### src/rtl/dp3_sched.sv
// ---------------------------------------------------------------------------
// dp3_sched -- issue scheduler for a 3D dynamic-programming cell datapath.
//
// Walks every cell (i,j,k) of a (len_i+1) x (len_j+1) x (len_k+1) matrix,
// i outermost and k innermost, and offers each cell to a fixed-latency
// datapath over a valid/ready handshake. After each transfer the next cell
// is held back for LAT-1 cycles so that the k-1 neighbour's result is
// written back before it is needed. A LAT-deep shift register produces
// the write-back strobe for every transferred cell.
//
// Parameters:
//   LAT  datapath latency from issue to write-back, 1..7
//   W    coordinate / length width
//
// Ports:
//   clk, rst                 clock, asynchronous active-high reset
//   start                    begin a fill (accepted only when idle)
//   abort                    terminate the current fill on the next edge
//   len_i, len_j, len_k      sequence lengths, latched on accepted start
//   cell_valid, cell_ready   cell handshake towards the datapath
//   ci, cj, ck               coordinates of the offered cell
//   border                   offered cell lies on a gap-init plane
//   wb_valid                 write-back strobe, LAT cycles after transfer
//   busy                     fill in progress (RUN or DRAIN)
//   done                     one-cycle pulse with the final write-back
//   cell_count               transfers in the current or last fill
// ---------------------------------------------------------------------------
module dp3_sched #(
   parameter int LAT = 3,
   parameter int W   = 4
) (
   input  logic           clk,
   input  logic           rst,
   input  logic           start,
   input  logic           abort,
   input  logic [W-1:0]   len_i,
   input  logic [W-1:0]   len_j,
   input  logic [W-1:0]   len_k,
   output logic           cell_valid,
   input  logic           cell_ready,
   output logic [W-1:0]   ci,
   output logic [W-1:0]   cj,
   output logic [W-1:0]   ck,
   output logic           border,
   output logic           wb_valid,
   output logic           busy,
   output logic           done,
   output logic [3*W-1:0] cell_count
);

   typedef enum logic [1:0] {IDLE, RUN, DRAIN} state_t;

   // number of idle cycles inserted after each transfer
   localparam logic [2:0]     GAP     = 3'(LAT - 1);
   localparam logic [3*W-1:0] CNT_ONE = (3*W)'(1);

   state_t         state_reg, state_next;
   logic [W-1:0]   li_reg, lj_reg, lk_reg;
   logic [W-1:0]   ci_reg, cj_reg, ck_reg;
   logic [3*W-1:0] count_reg;
   logic [2:0]     gap_reg;
   logic [LAT-1:0] wb_sr_reg;
   logic [LAT-1:0] wb_sr_next;
   logic           xfer;
   logic           last_cell;
   logic           accept;

   assign cell_valid = (state_reg == RUN) && (gap_reg == 3'd0);
   assign xfer       = cell_valid & cell_ready;
   assign last_cell  = (ci_reg == li_reg) && (cj_reg == lj_reg) && (ck_reg == lk_reg);

   assign ci         = ci_reg;
   assign cj         = cj_reg;
   assign ck         = ck_reg;
   assign border     = (ci_reg == '0) || (cj_reg == '0) || (ck_reg == '0);
   assign cell_count = count_reg;
   assign wb_valid   = wb_sr_reg[LAT-1];

   // ---------------------------------------------------------------------
   // FSM
   // ---------------------------------------------------------------------
   always_ff @(posedge clk or posedge rst) begin
      if (rst) begin
         state_reg <= IDLE;
      end else begin
         state_reg <= state_next;
      end
   end

   always_comb begin
      state_next = state_reg;
      busy       = 1'b0;
      done       = 1'b0;
      accept     = 1'b0;
      case (state_reg)
         IDLE: begin
            if (start && !abort) begin
               state_next = RUN;
               accept     = 1'b1;
            end
         end
         RUN: begin
            busy = 1'b1;
            if (xfer && last_cell) begin
               state_next = DRAIN;
            end
         end
         DRAIN: begin
            busy = 1'b1;
            // Transfers are spaced at least LAT cycles apart, so the only
            // result still in flight here belongs to the final cell.
            if (wb_valid) begin
               state_next = IDLE;
               done       = !abort;
            end
         end
         default: begin
            state_next = IDLE;
         end
      endcase
      if (abort) begin
         state_next = IDLE;
      end
   end

   // ---------------------------------------------------------------------
   // Write-back delay line: bit 0 captures the transfer, each later stage
   // copies its predecessor.
   // ---------------------------------------------------------------------
   generate
      for (genvar gi = 0; gi < LAT; gi++) begin : g_wb
         if (gi == 0) begin : g_head
            assign wb_sr_next[gi] = xfer;
         end else begin : g_tail
            assign wb_sr_next[gi] = wb_sr_reg[gi-1];
         end
      end
   endgenerate

   // ---------------------------------------------------------------------
   // Datapath: lengths, coordinates, hazard gap, transfer count.
   // ---------------------------------------------------------------------
   always_ff @(posedge clk or posedge rst) begin
      if (rst) begin
         li_reg    <= '0;
         lj_reg    <= '0;
         lk_reg    <= '0;
         ci_reg    <= '0;
         cj_reg    <= '0;
         ck_reg    <= '0;
         count_reg <= '0;
         gap_reg   <= 3'd0;
         wb_sr_reg <= '0;
      end else begin
         wb_sr_reg <= abort ? '0 : wb_sr_next;
         if (abort) begin
            // coordinates and count are left as they were
            gap_reg <= 3'd0;
         end else if (accept) begin
            li_reg    <= len_i;
            lj_reg    <= len_j;
            lk_reg    <= len_k;
            ci_reg    <= '0;
            cj_reg    <= '0;
            ck_reg    <= '0;
            count_reg <= '0;
            gap_reg   <= 3'd0;
         end else if (xfer) begin
            count_reg <= count_reg + CNT_ONE;
            gap_reg   <= GAP;
            // the final cell keeps its coordinates; the fill is over
            if (!last_cell) begin
               if (ck_reg != lk_reg) begin
                  ck_reg <= ck_reg + W'(1);
               end else begin
                  ck_reg <= '0;
                  if (cj_reg != lj_reg) begin
                     cj_reg <= cj_reg + W'(1);
                  end else begin
                     cj_reg <= '0;
                     ci_reg <= ci_reg + W'(1);
                  end
               end
            end
         end else if (gap_reg != 3'd0) begin
            gap_reg <= gap_reg - 3'd1;
         end
      end
   end

endmodule

### config.mk
export PLATFORM = sky130hd
export DESIGN_NAME = dp3_sched
export DESIGN_NICKNAME = d
export VERILOG_FILES = /design/src/rtl/dp3_sched.sv
export SDC_FILE = /design/constraint.sdc
export NUM_CORES = 1
export LEC_CHECK = 0
export CORE_ASPECT_RATIO = 1.75
export CORE_UTILIZATION = 47
export CTS_CLUSTER_SIZE = 16
export DETAILED_ROUTE_END_ITERATION = 8
export GPL_ROUTABILITY_DRIVEN = 0
export PLACE_DENSITY = 0.77
export RECOVER_POWER = 50
export SYNTH_ARGS = -nofsm -noshare
export SYNTH_HDL_FRONTEND = slang
export SYNTH_SLANG_ARGS = --single-unit
### constraint.sdc
create_clock -name clk -period 1.8 [get_ports clk]
set_input_delay 0.36 -clock clk [delete_from_list [all_inputs] [get_ports clk]]
set_output_delay 0.36 -clock clk [all_outputs]
set_load 0.01 [all_outputs]
After elaboration in Yosys (flattened, before gate mapping)
Index checks and enable logic that the tools add are counted.
{"block": "totals", "register_bits": 44, "input_bits": 17, "out_inout_bits": 29, "word_cells": 84}
{"block": "classes", "add_sub_neg": 5, "eq_ne": 13, "muxes": 31, "bitwise_logic": 2, "reduce_logical": 23}
{"operator": "two-way mux 4 bit", "count": 14}
{"operator": "two-way mux 12 bit", "count": 2}
{"operator": "two-way mux 3 bit", "count": 5}
{"operator": "adder 12 x 1 -> 12 bit (second input constant)", "count": 1}
{"operator": "adder 4 x 1 -> 4 bit (second input constant)", "count": 3}
{"operator": "== test 4 bit", "count": 3}
{"operator": "logical NOT 4 bit", "count": 3}
{"operator": "two-way mux 2 bit", "count": 4}
{"operator": "!= test 4 bit", "count": 2}
{"operator": "!= test 3 bit (second input constant)", "count": 2}
{"operator": "case mux 2 bit (3 select lines)", "count": 1}
{"operator": "AND reduction 3 bit", "count": 2}
{"operator": "logical AND 1 bit", "count": 5}
{"operator": "two-way mux 1 bit", "count": 5}
{"operator": "AND reduction 5 bit", "count": 1}
{"operator": "!= test 2 bit (second input constant)", "count": 2}
{"operator": "AND reduction 2 bit", "count": 2}
{"operator": "AND reduction 4 bit", "count": 1}
{"operator": "nonzero test 4 bit", "count": 1}
{"operator": "logical NOT 3 bit", "count": 1}
{"operator": "!= test 3 x 2 -> 1 bit (second input constant)", "count": 1}
{"operator": "nonzero test 3 bit", "count": 1}
{"operator": "subtractor 3 x 1 -> 3 bit (second input constant)", "count": 1}
{"operator": "== test 2 x 1 -> 1 bit (second input constant)", "count": 1}
{"operator": "9 further kinds", "count": 10}

Longest topological paths before layout
{"block": "depth", "word_depth": 7, "mapped_depth": 10, "mapped_depth_nobuf": 8}

Least setup slack after synthesis
No wires, ideal clock.
{"block": "synth_timing", "kind": "reg-to-reg", "startpoint": "register gap_reg[0]", "endpoint": "register count_reg[11], in the netlist cell_count[11]", "setup_time_ns": 0.120, "arrival_time_ns": 1.687, "required_ns": 1.680, "setup_slack_ns": -0.007, "path_stages_with_launch": 9, "path_buffers": 1, "period_less_slack_ns": 1.807, "cell_sequence": "dfrtp_1 -> inv_1 -> ha_1 -> ha_1 -> buf_2 -> nand4b_4 -> a211oi_2 -> a31oi_1 -> a41o_1"}
{"block": "synth_via", "elab_chain_len": 5}
{"element": "start, declared", "line": "61", "rtl": "logic [2:0] gap_reg;"}
{"element": "start signal, assigned", "line": "186", "rtl": "gap_reg <= gap_reg - 3'd1;"}
{"element": "logical NOT 3 bit", "line": "68", "rtl": "assign cell_valid = (state_reg == RUN) && (gap_reg == 3'd0);"}
{"element": "logical AND 1 bit", "line": "68"}
{"element": "bitwise AND 1 bit", "line": "69", "rtl": "assign xfer = cell_valid & cell_ready;"}
{"element": "nonzero test 2 bit (no line)"}
{"element": "AND reduction 2 bit (no line)"}
{"element": "end signal, assigned", "line": "169", "rtl": "count_reg <= count_reg + CNT_ONE;"}
{"element": "end, declared", "line": "60", "rtl": "logic [3*W-1:0] count_reg;"}
No other way between the ends.
A chain may end at the register's enable or synchronous reset.

Final worst setup path
{"block": "layout_timing", "startpoint": "register state_reg[0]", "endpoint": "output port done"}
{"block": "layout_via", "elab_chain_len": 2}
{"element": "start, declared", "line": "57", "rtl": "state_t state_reg, state_next;"}
{"element": "start signal, assigned", "line": "86", "rtl": "state_reg <= state_next;"}
{"element": "== test 2 bit", "line": "95", "rtl": "case (state_reg)"}
{"element": "two-way mux 1 bit", "line": "95"}
{"element": "end, declared", "line": "47", "rtl": "output logic done,"}
No other way between the ends.

==> impl_metrics.env <==
export IMPL_status="finished, violations left"
export IMPL_violations="design-rule violations"
export IMPL_die_area_sq_um=5670
export IMPL_synth_most_common_cell="nand2_1"
export IMPL_synth_distinct_cells=45
export IMPL_yosys_register_bits=44
export IMPL_worst_pin_slew_ps=1110
export IMPL_final_nets=375
export IMPL_ios=46
export IMPL_utilization=0.700
export IMPL_worst_setup_path_type="reg2out"
export IMPL_tritoncts="done"
export IMPL_grt_max_degree=45
export IMPL_rows=34
export IMPL_synth_largest_area_cell="dfrtp_1"
export IMPL_max_freq_mhz=568
export IMPL_synth_simple_gate_area_frac=0.254
export IMPL_netlist_area_sq_um=2520
export IMPL_period_share=0.978
export IMPL_cts_htree_levels=2
export IMPL_drt_iter0_drc=64
export IMPL_setup_slack_ps=40.2
export IMPL_clkPwrFrac=0.179
export IMPL_finClkSkew_ps=8.65
export IMPL_grt_usage=0.228
export IMPL_cp_max_fo=3
export IMPL_grt_use_met3=0.0381
export IMPL_clk_pin_slew_ps=80
export IMPL_ir_drop_v=0.000558
export IMPL_syn_inst=266
export IMPL_numCtsBuffers=5
export IMPL_grt_overflow_total=0
export IMPL_dp_slack_ps=-210
export IMPL_root_buffer="clkbuf_8"
export IMPL_finalPower_w=0.00420
export IMPL_route_detailed_drc=6
export IMPL_grt_pass1_vias=2210
export IMPL_core_area_sq_um=5060
export IMPL_cp_top_family="flip-flops"
export IMPL_worstPathCellList="inv_2 > ha_1 > and3_1 > dlygate4sd2_1"
export IMPL_num_antenna_cells=0
export IMPL_synth_common_cells="59 x nand2_1, 44 x dfrtp_1, 15 x nor2_1, 14 x inv_1"
export IMPL_maxSlewViolCount=0
export IMPL_synthXorXnorAreaFrac=0.0695
export IMPL_synth_top_family_by_area="simple AND/OR/NAND/NOR gates"
export IMPL_period_minus_slack_ps=1760
export IMPL_synth_edff_count=0
export IMPL_max_stage_delay_ps=380
export IMPL_io_buffers=45
export IMPL_routed_wirelength_mm=6.18
export IMPL_multiInputGateArea_sq_um=1490
export IMPL_p_int_w=0.00261
export IMPL_yosysSeqAreaShare=0.437
export IMPL_setup_viol=0
export IMPL_n_fill_cell=397
export IMPL_sw_frac_of_total=0.379
export IMPL_total_leakage_power_nw=1.61
export IMPL_grt_setup_unrepaired="true"
export IMPL_synth_fa_ha_area_frac=0.0646
export IMPL_routed_via_density=5.54
export IMPL_die_w_microns=57.3
export IMPL_drtAntennaViolNets=0
export IMPL_synth_async_reset_ratio=1.00
export IMPL_synth_area_leaders="dfrtp_1 44%, nand2_1 8.8%, ha_1 6.5%"
export IMPL_cp_slowest_cell="dfrtp_1"
export IMPL_cts_sinks=44
export IMPL_setup_worst_path_end_class="primary output"
export IMPL_crit_buf_inv=2
export IMPL_combPwrFrac=0.481
export IMPL_busiest_layer="met2"
export IMPL_synth_area_mux_share=0.0238
export IMPL_power_net_switching_w=0.00159
export IMPL_routedWlPerCell_microns=15.5
export IMPL_synthFlopType="dfrtp_1"
export IMPL_cp_required_ps=1440
export IMPL_cp_arrival_ps=1400
export IMPL_hp_class="reg2reg"
export IMPL_syn_avg_cell_area_sq_um=9.47
export IMPL_dp_hpwl_mm=4.29
export IMPL_hold_viol=0
export IMPL_seq_area_sq_um=1100
export IMPL_power_density_nw_per_um2=1180
export IMPL_worst_slew_margin_rel=0.260
export IMPL_synth_compound_area_frac=0.110
export IMPL_vias=2215
export IMPL_grt_use_met1=0.270
export IMPL_fp_dieH_microns=98.8
export IMPL_synthesis_nets=296
export IMPL_largest_reg_flops=12
export IMPL_initial_core_util=0.498
export IMPL_max_cap_violations=0
export IMPL_areaGrowthSynthToFinish_pct=40.7
export IMPL_grt_antenna_before_repair=0
export IMPL_cts_max_path_buffers=2
export IMPL_p_seq_frac=0.340
export IMPL_met2_usage=0.396
export IMPL_clkLatencyLatePin_ps=300
export IMPL_firstDrtPassIters=6
export IMPL_grt_pass1_wl_mm=10.1
export IMPL_yosysWarningCount=0
export IMPL_synth_top_area_frac=0.437
export IMPL_drive_gt1_frac=0.243
export IMPL_cp_start_kind="flop"
[worst reg2reg max path, stage by stage (launching register included)]
cell      delay [ps]
dfrtp_1          390
inv_2             70
ha_4             140
ha_4             160
nand4b_4         150
a211oi_4         360
a31oi_1          130
a41o_1           210
[repair_timing]
item | CTS | global route
pin swaps | 1 | 10
gates resized for setup | 18 | 31
buffers inserted | 4 | 5
hold buffers | 0 | 0
endpoints found under the setup margin | 17 | 22
[cells by family (layout without fill, tap and decap cells)]
family | Yosys count | in the layout
adders and majority gates | 13 | 13
xor gates and xnor gates | 20 | 20
AOI/OAI and AO/OA | 36 | 36
and+or+nand+nor | 122 | 122
muxes | 6 | 6
DFF | 44 | 44
buffers and inverters | 25 | 105
[worst paths after layout]
| check | startpoint | endpoint | slack (ps) | cells after the start |
|---|---|---|---|---|
| hold reg to reg | wb_sr_reg[1] | wb_sr_reg[2] | 480 | 1 |
| max in group asynchronous | rst | ci[0] | 340 | 3 |
| setup / recovery | state_reg[0] | done | 40 | 4 |
| setup reg to reg | gap_reg[1] | cell_count[9] | 80 | 7 |
| min in group asynchronous | rst | wb_sr_reg[1] | 700 | 3 |
| hold / removal | wb_sr_reg[1] | wb_sr_reg[2] | 480 | 1 |
[power by group through the flow]
stage          combinational (W)  sequential [W]  clock [W]
4_1_cts                  0.00178         0.00140   0.000770
2_1_floorplan            0.00102         0.00143          0
3_3_place_gp             0.00164         0.00141          0
6_report                 0.00202         0.00143   0.000751
3_5_place_dp             0.00166         0.00142          0
5_1_grt                  0.00221         0.00146   0.000806
[per-layer routing]
metal | vias to the layer above | wire (microns)
met5 | - | 0
met4 | 0 | 170
met3 | 16 | 192
met2 | 52 | 3350
met1 | 1076 | 2470
li1 | 1071 | -
[metrics by stage]
step | instance area [sq um] | hold WS (ps) | TNS (ps) | std cells
5_1_grt | 3540 | 508 | -40.8 | 400
3_3_place_gp | 3220 | 445 | -2140 | 383
6_report | 3540 | 478 | 0 | 400
4_1_cts | 3400 | 413 | -82.5 | 395
2_1_floorplan | 2530 | 439 | 0 | 266
3_5_place_dp | 3220 | 460 | -3130 | 383
[cell usage in the layout, fill, tap and decap left out, types with 2 or more instances in the layout]
cell and instances:
ha_1 9, xor2_2 3, mux2i_1 6, dlygate4sd2_1 4, a311oi_1 2, nand2_1 59, buf_6 2, xnor2_1 11
clkbuf_2 3, inv_2 3, nor3_2 3, inv_1 11, clkbuf_8 5, nor2_1 15, a211oi_4 2, nand4_1 5
clkbuf_1 2, nand3_1 8, a31oi_1 4, a211oi_2 2, and3_1 3, dfrtp_2 3, and2_1 2, a41o_1 3
buf_4 34, nand2b_1 4, nor4_1 2, nor3_1 3, xor2_1 4, a21oi_1 8, nor2b_1 5, ha_4 3
nor4_4 3, clkdlybuf4s50_1 39, o31ai_1 3, dfrtp_1 41
[final cells by class]
cell class                 count  area share
clock buffer                   6      0.0205
sequential                    44       0.312
multi-input combinational    197       0.420
inverter                      14      0.0148
clock inverter                 2     0.00989
tap                           54      0.0191
timing repair buffer          83       0.204
No activity file was read; power rests on OpenSTA's default activity.
